--- src/rtl/pipeline_addsub_seg_if.sv ---
// Operand/result bus of the carry-segmented adder/subtractor.
// Master drives operands and out_ready; slave returns in_ready and the result.
interface pipeline_addsub_seg_if #(parameter int WIDTH = 32);
  logic             in_valid;
  logic             in_ready;
  logic [WIDTH-1:0] a;
  logic [WIDTH-1:0] b;
  logic             cin;
  logic             sub;
  logic             out_valid;
  logic             out_ready;
  logic [WIDTH-1:0] sum;
  logic             cout;
  logic             ovf;

  modport master (
    output in_valid, a, b, cin, sub, out_ready,
    input  in_ready, out_valid, sum, cout, ovf
  );

  modport slave (
    input  in_valid, a, b, cin, sub, out_ready,
    output in_ready, out_valid, sum, cout, ovf
  );
endinterface

--- src/rtl/pipeline_addsub_seg.sv ---
// Carry-segmented pipelined add/sub: one SEG_W-bit segment resolved per stage,
// carry rippled stage to stage, whole-pipe stall on output backpressure.
module seg_add #(parameter int W = 8) (
  input  logic [W-1:0] a,
  input  logic [W-1:0] b,
  input  logic         ci,
  output logic [W-1:0] s,
  output logic         co
);
  assign {co, s} = {1'b0, a} + {1'b0, b} + {{W{1'b0}}, ci};
endmodule

module pipeline_addsub_seg #(
  parameter int WIDTH = 32,
  parameter int SEGS  = 4
) (
  input  logic                  clk,
  input  logic                  rst_n,
  pipeline_addsub_seg_if.slave  bus
);
  localparam int SEG_W = WIDTH / SEGS;

  if (SEGS < 1 || (WIDTH % SEGS) != 0) begin : g_bad_cfg
    $error("pipeline_addsub_seg: WIDTH must be a non-zero multiple of SEGS");
  end

  logic          adv;
  logic [SEGS:0] vld_pipe;

  assign adv = !vld_pipe[SEGS] || bus.out_ready;

  always_ff @(posedge clk or negedge rst_n)
    if (!rst_n)   vld_pipe <= '0;
    else if (adv) vld_pipe <= {vld_pipe[SEGS-1:0], bus.in_valid};

  for (genvar k = 0; k <= SEGS; k++) begin : stg
    // hi_q holds the B_eff segments not yet consumed; the last stage reuses it for ovf
    localparam int BW = (k < SEGS) ? WIDTH - k*SEG_W : 1;
    logic [WIDTH-1:0] d_q, d_nxt;   // A in unresolved segments, sum in resolved ones
    logic [BW-1:0]    hi_q, hi_nxt;
    logic             c_q, c_nxt;
    logic             ld;

    if (k == 0) begin : g_in
      assign ld     = adv && bus.in_valid;
      assign d_nxt  = bus.a;
      assign hi_nxt = bus.sub ? ~bus.b : bus.b;
      assign c_nxt  = bus.sub | bus.cin;
    end else begin : g_arith
      logic [SEG_W-1:0] s_seg;

      seg_add #(.W(SEG_W)) u_seg (
        .a  (stg[k-1].d_q[(k-1)*SEG_W +: SEG_W]),
        .b  (stg[k-1].hi_q[SEG_W-1:0]),
        .ci (stg[k-1].c_q),
        .s  (s_seg),
        .co (c_nxt)
      );

      always_comb begin
        d_nxt = stg[k-1].d_q;
        d_nxt[(k-1)*SEG_W +: SEG_W] = s_seg;
      end

      if (k < SEGS) begin : g_mid
        assign hi_nxt = stg[k-1].hi_q[BW+SEG_W-1:SEG_W];
      end else begin : g_last
        // operand MSBs are still intact one stage back; sum MSB is this stage's top bit
        assign hi_nxt = (stg[k-1].d_q[WIDTH-1] == stg[k-1].hi_q[SEG_W-1]) &&
                        (s_seg[SEG_W-1] != stg[k-1].d_q[WIDTH-1]);
      end

      assign ld = adv;
    end

    always_ff @(posedge clk or negedge rst_n)
      if (!rst_n) begin
        d_q  <= '0;
        hi_q <= '0;
        c_q  <= 1'b0;
      end else if (ld) begin
        d_q  <= d_nxt;
        hi_q <= hi_nxt;
        c_q  <= c_nxt;
      end
  end

  assign bus.in_ready  = adv;
  assign bus.out_valid = vld_pipe[SEGS];
  assign bus.sum       = stg[SEGS].d_q;
  assign bus.cout      = stg[SEGS].c_q;
  assign bus.ovf       = stg[SEGS].hi_q[0];
endmodule

--- src/flat_wrapper.sv ---
// flat-port wrapper written by rule: the top's interface ports become plain ports
module pipeline_addsub_seg_flat 
#(
  parameter int WIDTH = 32,
  parameter int SEGS  = 4
)
  (clk, rst_n, bus_in_valid, bus_a, bus_b, bus_cin, bus_sub, bus_out_ready, bus_in_ready, bus_out_valid, bus_sum, bus_cout, bus_ovf);
  pipeline_addsub_seg_if #(.WIDTH(WIDTH)) bus_i ();
  input  logic clk;
  input  logic rst_n;
  input wire logic [$bits(bus_i.in_valid)-1:0] bus_in_valid;
  input wire logic [$bits(bus_i.a)-1:0] bus_a;
  input wire logic [$bits(bus_i.b)-1:0] bus_b;
  input wire logic [$bits(bus_i.cin)-1:0] bus_cin;
  input wire logic [$bits(bus_i.sub)-1:0] bus_sub;
  input wire logic [$bits(bus_i.out_ready)-1:0] bus_out_ready;
  output wire logic [$bits(bus_i.in_ready)-1:0] bus_in_ready;
  output wire logic [$bits(bus_i.out_valid)-1:0] bus_out_valid;
  output wire logic [$bits(bus_i.sum)-1:0] bus_sum;
  output wire logic [$bits(bus_i.cout)-1:0] bus_cout;
  output wire logic [$bits(bus_i.ovf)-1:0] bus_ovf;
  assign bus_i.in_valid = bus_in_valid;
  assign bus_i.a = bus_a;
  assign bus_i.b = bus_b;
  assign bus_i.cin = bus_cin;
  assign bus_i.sub = bus_sub;
  assign bus_i.out_ready = bus_out_ready;
  assign bus_in_ready = bus_i.in_ready;
  assign bus_out_valid = bus_i.out_valid;
  assign bus_sum = bus_i.sum;
  assign bus_cout = bus_i.cout;
  assign bus_ovf = bus_i.ovf;
  pipeline_addsub_seg #(.WIDTH(WIDTH), .SEGS(SEGS)) u_core (.clk(clk), .rst_n(rst_n), .bus(bus_i));
endmodule
--- config.mk ---
export PLATFORM = sky130hd
export DESIGN_NAME = pipeline_addsub_seg_flat
export DESIGN_NICKNAME = d
export VERILOG_FILES = /design/src/rtl/pipeline_addsub_seg_if.sv /design/src/rtl/pipeline_addsub_seg.sv /design/src/flat_wrapper.sv
export SDC_FILE = /design/constraint.sdc
export NUM_CORES = 1
export LEC_CHECK = 0
export ABC_AREA = 1
export CORE_AREA = 3 3 146 148
export CTS_CLUSTER_DIAMETER = 60
export DETAILED_ROUTE_END_ITERATION = 6
export DIE_AREA = 0 0 149 151
export PLACE_DENSITY = 0.73
export SKIP_LAST_GASP = 1
export SLEW_MARGIN = 20
export SYNTH_ARGS = -nofsm -noshare
export SYNTH_HDL_FRONTEND = slang
export SYNTH_SLANG_ARGS = --single-unit
--- constraint.sdc ---
create_clock -name clk -period 5.1 [get_ports clk]
set_input_delay 0.51 -clock clk [delete_from_list [all_inputs] [get_ports clk]]
set_output_delay 0.51 -clock clk [all_outputs]
set_load 0.01 [all_outputs]
# [Yosys cells after proc, flatten, opt, wreduce, memory -nomap -nowiden]
# Index checks and enable logic that the tools add are counted.
[classes] mul=0 order_cmp=0 n_bitwise=2 div=0 eq_ne=2 reduce_logical=4 addsub=8 n_mux=1 shift=0
[ops] operator="8-bit by 8-bit adder with 9-bit output" count=4
[ops] operator="9-bit by 1-bit adder with 9-bit output" count=4
[ops] operator="32-bit two-way mux" count=1
[ops] operator="32-bit NOT" count=1
[ops] operator="1-bit logical AND" count=2
[ops] operator="1-bit equality test" count=1
[ops] operator="1-bit zero test" count=1
[ops] operator="1-bit logical OR" count=1
[ops] operator="1-bit != test" count=1
[ops] operator="1-bit bitwise OR" count=1
[totals] mem_bits_ro=0 latchBits=0 regBits=251 wordCells=33 ram_bits=0 output_inout_bits=36 mem_count=0

# [Logic depth before layout (Yosys ltp)]
# Gate-level depths: netlist of run 1.
[logic_depth] word_depth=4 mapped_depth=8 ltp_nobuf=8

# [By module]
# Synthesis of run 1 repeated with hierarchy kept, for this count alone.
[hier_totals] hier_cells=1435 hier_area_um2=11508.5
[by_module_without_submodules] module="pipeline_addsub_seg" cells_per_inst=1199 n_inst=1 area_each_um2=9972.1 seq_area_each_um2=6281.0
[by_module_without_submodules] module="seg_add" cells_per_inst=59 n_inst=4 area_each_um2=384.1 seq_area_each_um2=0.0

# [Worst setup path before layout of run 1]
# No wires, ideal clock.
[synth_timing] path_kind="reg2reg" start="reg u_core.stg[0].c_q" end="reg u_core.stg[1].d_q[4]" period_less_slack_ns=1.736 arrival_ns=1.653 path_buffers=0 required_ns=5.017 setup_time_ns=0.083 setup_slack_ns=3.364 stages_incl_launch_ff=7 cell_sequence="dfrtp_1 -> fa_1 -> fa_1 -> nand3_1 -> nand3_1 -> xnor2_1 -> o21ai_0"
[synth_via] elab_chain_cells=1
[synth_rtl] item="start, declared" line="pipeline_addsub_seg.sv:41" text="logic c_q, c_nxt;"
[synth_rtl] item="start signal, assigned" line="pipeline_addsub_seg.sv:84" text="c_q <= c_nxt;"
[synth_rtl] item="9-bit by 1-bit adder with 9-bit output" line="pipeline_addsub_seg.sv:10" text="assign {co, s} = {1'b0, a} + {1'b0, b} + {{W{1'b0}}, ci};"
[synth_rtl] item="end signal, assigned" line="pipeline_addsub_seg.sv:82" text="d_q <= d_nxt;"
[synth_rtl] item="end, declared" line="pipeline_addsub_seg.sv:39" text="logic [WIDTH-1:0] d_q, d_nxt;"
# No other way between the ends.
# A chain may end at the register's enable or synchronous reset.

# [Final worst setup path of run 1]
[layout_timing] start="reg u_core.vld_pipe[4]" end="out bus_in_ready"
[layout_via] elab_chain_cells=2
[layout_rtl] item="start, declared" line="pipeline_addsub_seg.sv:28" text="logic [SEGS:0] vld_pipe;"
[layout_rtl] item="start signal, assigned" line="pipeline_addsub_seg.sv:34" text="else if (adv) vld_pipe <= {vld_pipe[SEGS-1:0], bus.in_valid};"
[layout_rtl] item="1-bit zero test" line="pipeline_addsub_seg.sv:30" text="assign adv = !vld_pipe[SEGS] || bus.out_ready;"
[layout_rtl] item="1-bit logical OR" line="pipeline_addsub_seg.sv:30"
[layout_rtl] item="end, declared" line="flat_wrapper.sv:17" text="output wire logic [$bits(bus_i.in_ready)-1:0] bus_in_ready;"
# No other way between the ends.

==> qor.csv, run 1 <==
metric,value,unit
grt-ovfl-total,0,
peakVddDrop,0.296,mV
drt_first_pass_iters,5,
yosys_warnings,0,
cts_buffers,26,
postRouteAntennaNets,0,
worstSetupStartpoint,u_core.vld_pipe[4],
worst-setup-path-type,flip-flop to output port,
fin_nets,1469,
powerDensity,614,nW/µm²
maxSlewHeadroom,33.7,%
clock_latency,0.52,ns
grt_pass1_wl,36600,µm
wl,21600,µm
io_buffers,105,
initial_utilization,54.8,%
coreArea,20200,µm²
rsz0062_at_grt,no,
gp_congestion,0.839,
slew_viol_final,0,
viasPerCell,4.89,
max_freq,363,MHz
status,"complete, no violations",
min_period,2.76,ns
final.setup.tns,0,ns
met2_usage,30.3,%
cp_max_fo,66,
syn_avg_cell_area,8.61,µm²
diodes,0,
drc,0,
ys_seq_area_share,56.9,%
num_vias,8076,
min_period_over_period,54.0,%
rows,52,
wl_per_cell,13.1,µm
use_met3,2.81,%
post-cts-setup-buffers,0,
fin_hold_ws,0.00631,ns
clkTransAtPathRegs,0.06,ns
clockBufferDepth,3,
cts_resized,0,
htree_levels,1,
fin_ws,2.34,ns
hold_violations,0,
end_kind,output port,
die_h,151,µm
io-pin-count,106,
leakage,6.73,nW
fin_skew,0.00963,ns
rr_startpoint,u_core.vld_pipe[4],
tightest_slew,0.995,ns
dieArea,22500,µm²
ys_ff_latch,251,
hold_path_class,input port to async pin,
place_ws,1.96,ns
grt_use_met1,30.3,%
synthCells,1282,
grt_pass1_vias,7492,
area_growth,18.4,%
grt_max_degree,149,
critPathRequiredTime,4.59,ns
hpwl,14000,µm
setup_viol,0,
cts_hold_buf,0,
syn-cell-area,11000,µm²
cts_tree,yes,
start_kind,flip-flop,
grt-busiest-layer,met2,
grtUsageTotal,19.7,%
drt_iter0_drc,509,
drv_cap,0,
cp_data_arrival_time,2.25,ns
layout-drive-gt1-share,3.91,%
synth.distinct_cells,23,
antenna_found_initial,0,
root_buffer,clkbuf_16,
syn_nets,1388,
cts.sinks,251,
die_width,149,µm
## worst max-delay path, cell delays in order, from the launching register on
cell and delay [ns]:
dfrtp_1 0.42, inv_1 0.11, nor2_4 0.05, inv_4 0.47, clkdlybuf4s50_1 0.66
## final timing paths
| check | endpoint | slack [ns] | cells past startpoint |
|---|---|---|---|
| setup / recovery | bus_in_ready | 2.34 | 4 |
| hold / removal | u_core.bus.sum[26] | 0.006 | 1 |
| setup reg to reg | u_core.bus.sum[31] | 2.46 | 7 |
| hold reg to reg | u_core.stg[1].d_q[10] | 0.46 | 2 |
| max in group asynchronous | u_core.stg[0].hi_q[8] | 3.88 | 2 |
| min in group clk | u_core.stg[1].d_q[10] | 0.46 | 2 |
## stage by stage
| step | total power, mW | util (%) | std cells | instance area [µm²] |
|---|---|---|---|---|
| final | 8.04 | 64.8 | 1651 | 13100 |
| after detailed placement | 6.17 | 60.5 | 1605 | 12200 |
| after global placement | 6.08 | 60.5 | 1605 | 12200 |
| after CTS | 8.11 | 64.8 | 1651 | 13100 |
| after floorplan | 5.25 | - | 1282 | 11000 |
| after global routing | 8.73 | 64.8 | 1651 | 13100 |
## cell type report
class                      instances  area, µm²
fill                            1713       7090
sequential                       251       6280
multi-input combinational        891       4160
timing repair buffer             110       1110
clock buffer                      36        759
tap                              270        338
inverter                          83        314
clock inverter                    10        118
## layer usage
layer | wire [µm] | vias up | part of all wire (%)
met5 | 0 | - | 0
met4 | 278 | 0 | 1.3
met3 | 945 | 24 | 4.4
met2 | 9710 | 162 | 45
met1 | 10700 | 3722 | 49
li1 | - | 4168 | -
## state kept, by name, indices dropped and copies added, names as in the netlist
name	cells
u_core.bus.cout	1
u_core.bus.ovf	1
u_core.bus.sum	32
u_core.stg.c_q	4
u_core.stg.d_q	128
u_core.stg.hi_q	80
u_core.vld_pipe	5
## power by group
| group | leakage (nW) | switching (mW) | internal (mW) |
|---|---|---|---|
| Sequential | 3.09 | 0.477 | 2.85 |
| Combinational | 3.20 | 1.66 | 1.16 |
| Clock | 0.432 | 0.750 | 1.14 |
## logic make-up (layout without fill, tap and decap cells)
group | Yosys count | after routing | synth area share (%)
simple gates | 697 | 697 | 24.5
flops | 251 | 251 | 56.9
buf+inv | 140 | 239 | 5.51
compound gates | 123 | 123 | 5.70
fa+ha+maj | 36 | 36 | 4.62
xor+xnor | 35 | 35 | 2.78
## synth_stat cells
library cell	number	area [µm²]
buf_6	1	11.3
nand2_1	623	2340
nand2_4	1	11.3
o21ai_1	5	25.0
a211oi_1	4	30.0
nor2_4	1	11.3
buf_4	4	30.0
inv_1	81	304
o22ai_1	3	18.8
nand4_1	9	56.3
o21ai_0	95	475
clkbuf_1	6	22.5
or2_2	1	6.26
ha_1	28	350
fa_1	8	160
xnor2_1	35	307
buf_2	46	230
a21oi_1	16	80.1
nor2_1	20	75.1
dfrtp_1	251	6280
inv_2	1	3.75
nand3_1	42	210
inv_4	1	6.26
## placed cells by master, fill, tap and decap left out, types with 2 or more instances in the layout
master	n
nand2_1	623
dfrtp_1	251
clkdlybuf4s50_1	103
o21ai_0	95
inv_1	81
nand3_1	42
xnor2_1	35
ha_1	28
clkbuf_16	27
nor2_1	20
a21oi_1	16
nand4_1	9
fa_1	8
o21ai_1	5
clkinv_2	5
clkbuf_8	5
a211oi_1	4
clkbuf_1	4
o22ai_1	3
buf_4	3
bufinv_16	2
buf_12	2
(Power assumes the default switching activity.)
==> run 2: changes to the inputs <==
Settings changed: CORE_AREA 3 3 146 148 to 3 3 150 152, DIE_AREA 0 0 149 151 to 0 0 153 155.
Clock period 5.1 ns to 2.5 ns, I/O delays scaled along.
==> run 2 against run 1 <==
  * Largest cell class unchanged
  * Total power up 110%
  * Die area up 5.4%
  * Clock-buffer cell count up 2
  * Largest power group unchanged
==> qor.csv, run 2 (synthesized netlist as in run 1, its figures left out) <==
metric,value,unit,change
post-cts-setup-buffers,0,,unchanged
cp.depth,4,,unchanged
regToRegEndpoint,u_core.stg[3].d_q[20],,was u_core.bus.sum[31]
grtUsageTotal,19.3,%,was 19.7%
cts_resized,0,,unchanged
placed_area,12300,µm²,was 12200 µm²
min_period_over_period,78.2,%,
worst_r2r_path_depth,7,,unchanged
hpwl,15000,µm,was 14000 µm
place_ws,0.597,ns,was 1.96 ns
cts_tree,yes,,unchanged
initial_utilization,52.2,%,was 54.8%
die_h,155,µm,was 151 µm
rows,53,,was 52
coreArea,21200,µm²,was 20200 µm²
worstSetupStartpoint,u_core.vld_pipe[4],,unchanged
end_kind,output port,,unchanged
max_freq,511,MHz,
cp_max_fo,3,,was 66
start_kind,flip-flop,,unchanged
clockBufferDepth,3,,unchanged
final.setup.tns,0,ns,unchanged
clkTransAtPathRegs,0.06,ns,about the same
cts_buffers,26,,unchanged
clock_latency,0.52,ns,about the same
crit_chain,inv_1 -> nor2_4 -> inv_4 -> clkdlybuf4s50_1,,unchanged
grt-ovfl-total,0,,unchanged
critPathRequiredTime,2.25,ns,was 4.59 ns
rsz0062_at_grt,no,,unchanged
rr_startpoint,u_core.stg[2].c_q,,was u_core.vld_pipe[4]
drv_cap,0,,unchanged
wl_per_cell,13.4,µm,was 13.1 µm
layout_commonest_cell,nand2_1,,unchanged
setup_viol,0,,unchanged
worst-setup-path-type,flip-flop to output port,,unchanged
leakage,6.83,nW,was 6.73 nW
drt_first_pass_iters,5,,unchanged
endpoint,bus_in_ready,,unchanged
cp_num_buf_inv,3,,unchanged
postRouteAntennaNets,0,,unchanged
maxSlewHeadroom,52.5,%,was 33.7%
tightest_slew,0.713,ns,was 0.995 ns
num_vias,8246,,was 8076
fin_skew,0.00664,ns,was 0.00963 ns
grt_pass1_wl,38500,µm,was 36600 µm
drc,0,,unchanged
largest_reg_flops,128,,unchanged
min_period,1.96,ns,
htree_levels,1,,unchanged
fin_area,13300,µm²,was 13100 µm²
regToRegSetupSlack,0.57,ns,was 2.46 ns
io_buffers,105,,unchanged
cp_slowest_cell,clkdlybuf4s50_1,,unchanged
fin_nets,1479,,was 1469
regMostFlops,u_core.stg.d_q,,unchanged
viasPerCell,4.94,,was 4.89
most-common-layout-cells,"nand2_1 (623), dfrtp_1 (251), clkdlybuf4s50_1 (103)",,unchanged
root_buffer,clkbuf_16,,unchanged
grt_pass1_vias,7951,,was 7492
antenna_found_initial,0,,unchanged
fin_ws,0.544,ns,was 2.34 ns
hold_violations,0,,unchanged
peakVddDrop,0.545,mV,was 0.296 mV
diodes,0,,unchanged
die_width,153,µm,was 149 µm
cp_data_arrival_time,1.71,ns,was 2.25 ns
slew_viol_final,0,,unchanged
crit_family,buffers and inverters,,unchanged
status,"complete, no violations",,unchanged
cts.sinks,251,,unchanged
io-pin-count,106,,unchanged
dieArea,23700,µm²,was 22500 µm²
area_growth,20.3,%,was 18.4%
powerDensity,1260,nW/µm²,was 614 nW/µm²
gp_congestion,0.842,,was 0.839
cpPeakStageDelay,0.58,ns,was 0.66 ns
layout-drive-gt1-share,4.74,%,was 3.91%
cts_hold_buf,1,,was 0
grt_max_degree,178,,was 149
hold_path_class,input port to flip-flop,,was input port to async pin
wl,22400,µm,was 21600 µm
drt_iter0_drc,558,,was 509
power,16.8,mW,was 8.04 mW
run 2: area by class of cell:
| class | count | area (µm²) |
|---|---|---|
| Clock buffer | 38 | 797 |
| Tap cell | 275 | 344 |
| Sequential cell | 251 | 6280 |
| Clock inverter | 10 | 156 |
| Timing Repair Buffer | 120 | 1240 |
| Fill cell | 1768 | 7870 |
| Inverter | 83 | 314 |
| Multi-Input combinational cell | 891 | 4160 |
run 2: stage by stage:
step	std cells	hold slack (ns)	utilization (%)
finish	1668	0.265	62.8
global route	1668	0.255	62.8
CTS	1668	0.243	62.8
detailed placement	1619	0.299	58.3
global placement	1619	0.303	58.3
floorplan	1282	-0.0456	-
run 2: worst min path at each step:
stage | start | endpoint | cells past startpoint
6_report | bus_a[13] | u_core.stg[0].d_q[13] | 3
5_1_grt | bus_a[19] | u_core.stg[0].d_q[19] | 3
4_1_cts | bus_a[13] | u_core.stg[0].d_q[13] | 3
3_5_place_dp | rst_n | u_core.stg[0].d_q[5] | 1
3_3_place_gp | rst_n | u_core.stg[0].d_q[5] | 1
2_1_floorplan | rst_n | u_core.bus.cout | 0
run 2: layer usage:
metal / wire length (µm) / share of wire (%) / vias to the layer above / global-route usage [%]
met3: 1170 / 5.2 / 24 / 2.89
met1: 11000 / 49 / 3852 / 28.9
li1: - / - / 4176 / -
met5: 0 / 0 / - / 0
met2: 9900 / 44 / 194 / 30.2
met4: 322 / 1.4 / 0 / 4.16
run 2: tightest hold or removal path: stages:
cell	delay, ns
clkdlybuf4s50_1	0.39
nand2_1	0.06
nand2_1	0.04
run 2: report_power, final:
| part | switching [mW] | internal (mW) |
|---|---|---|
| clock | 1.55 | 2.62 |
| sequential | 1.01 | 5.82 |
| combinational | 3.39 | 2.41 |
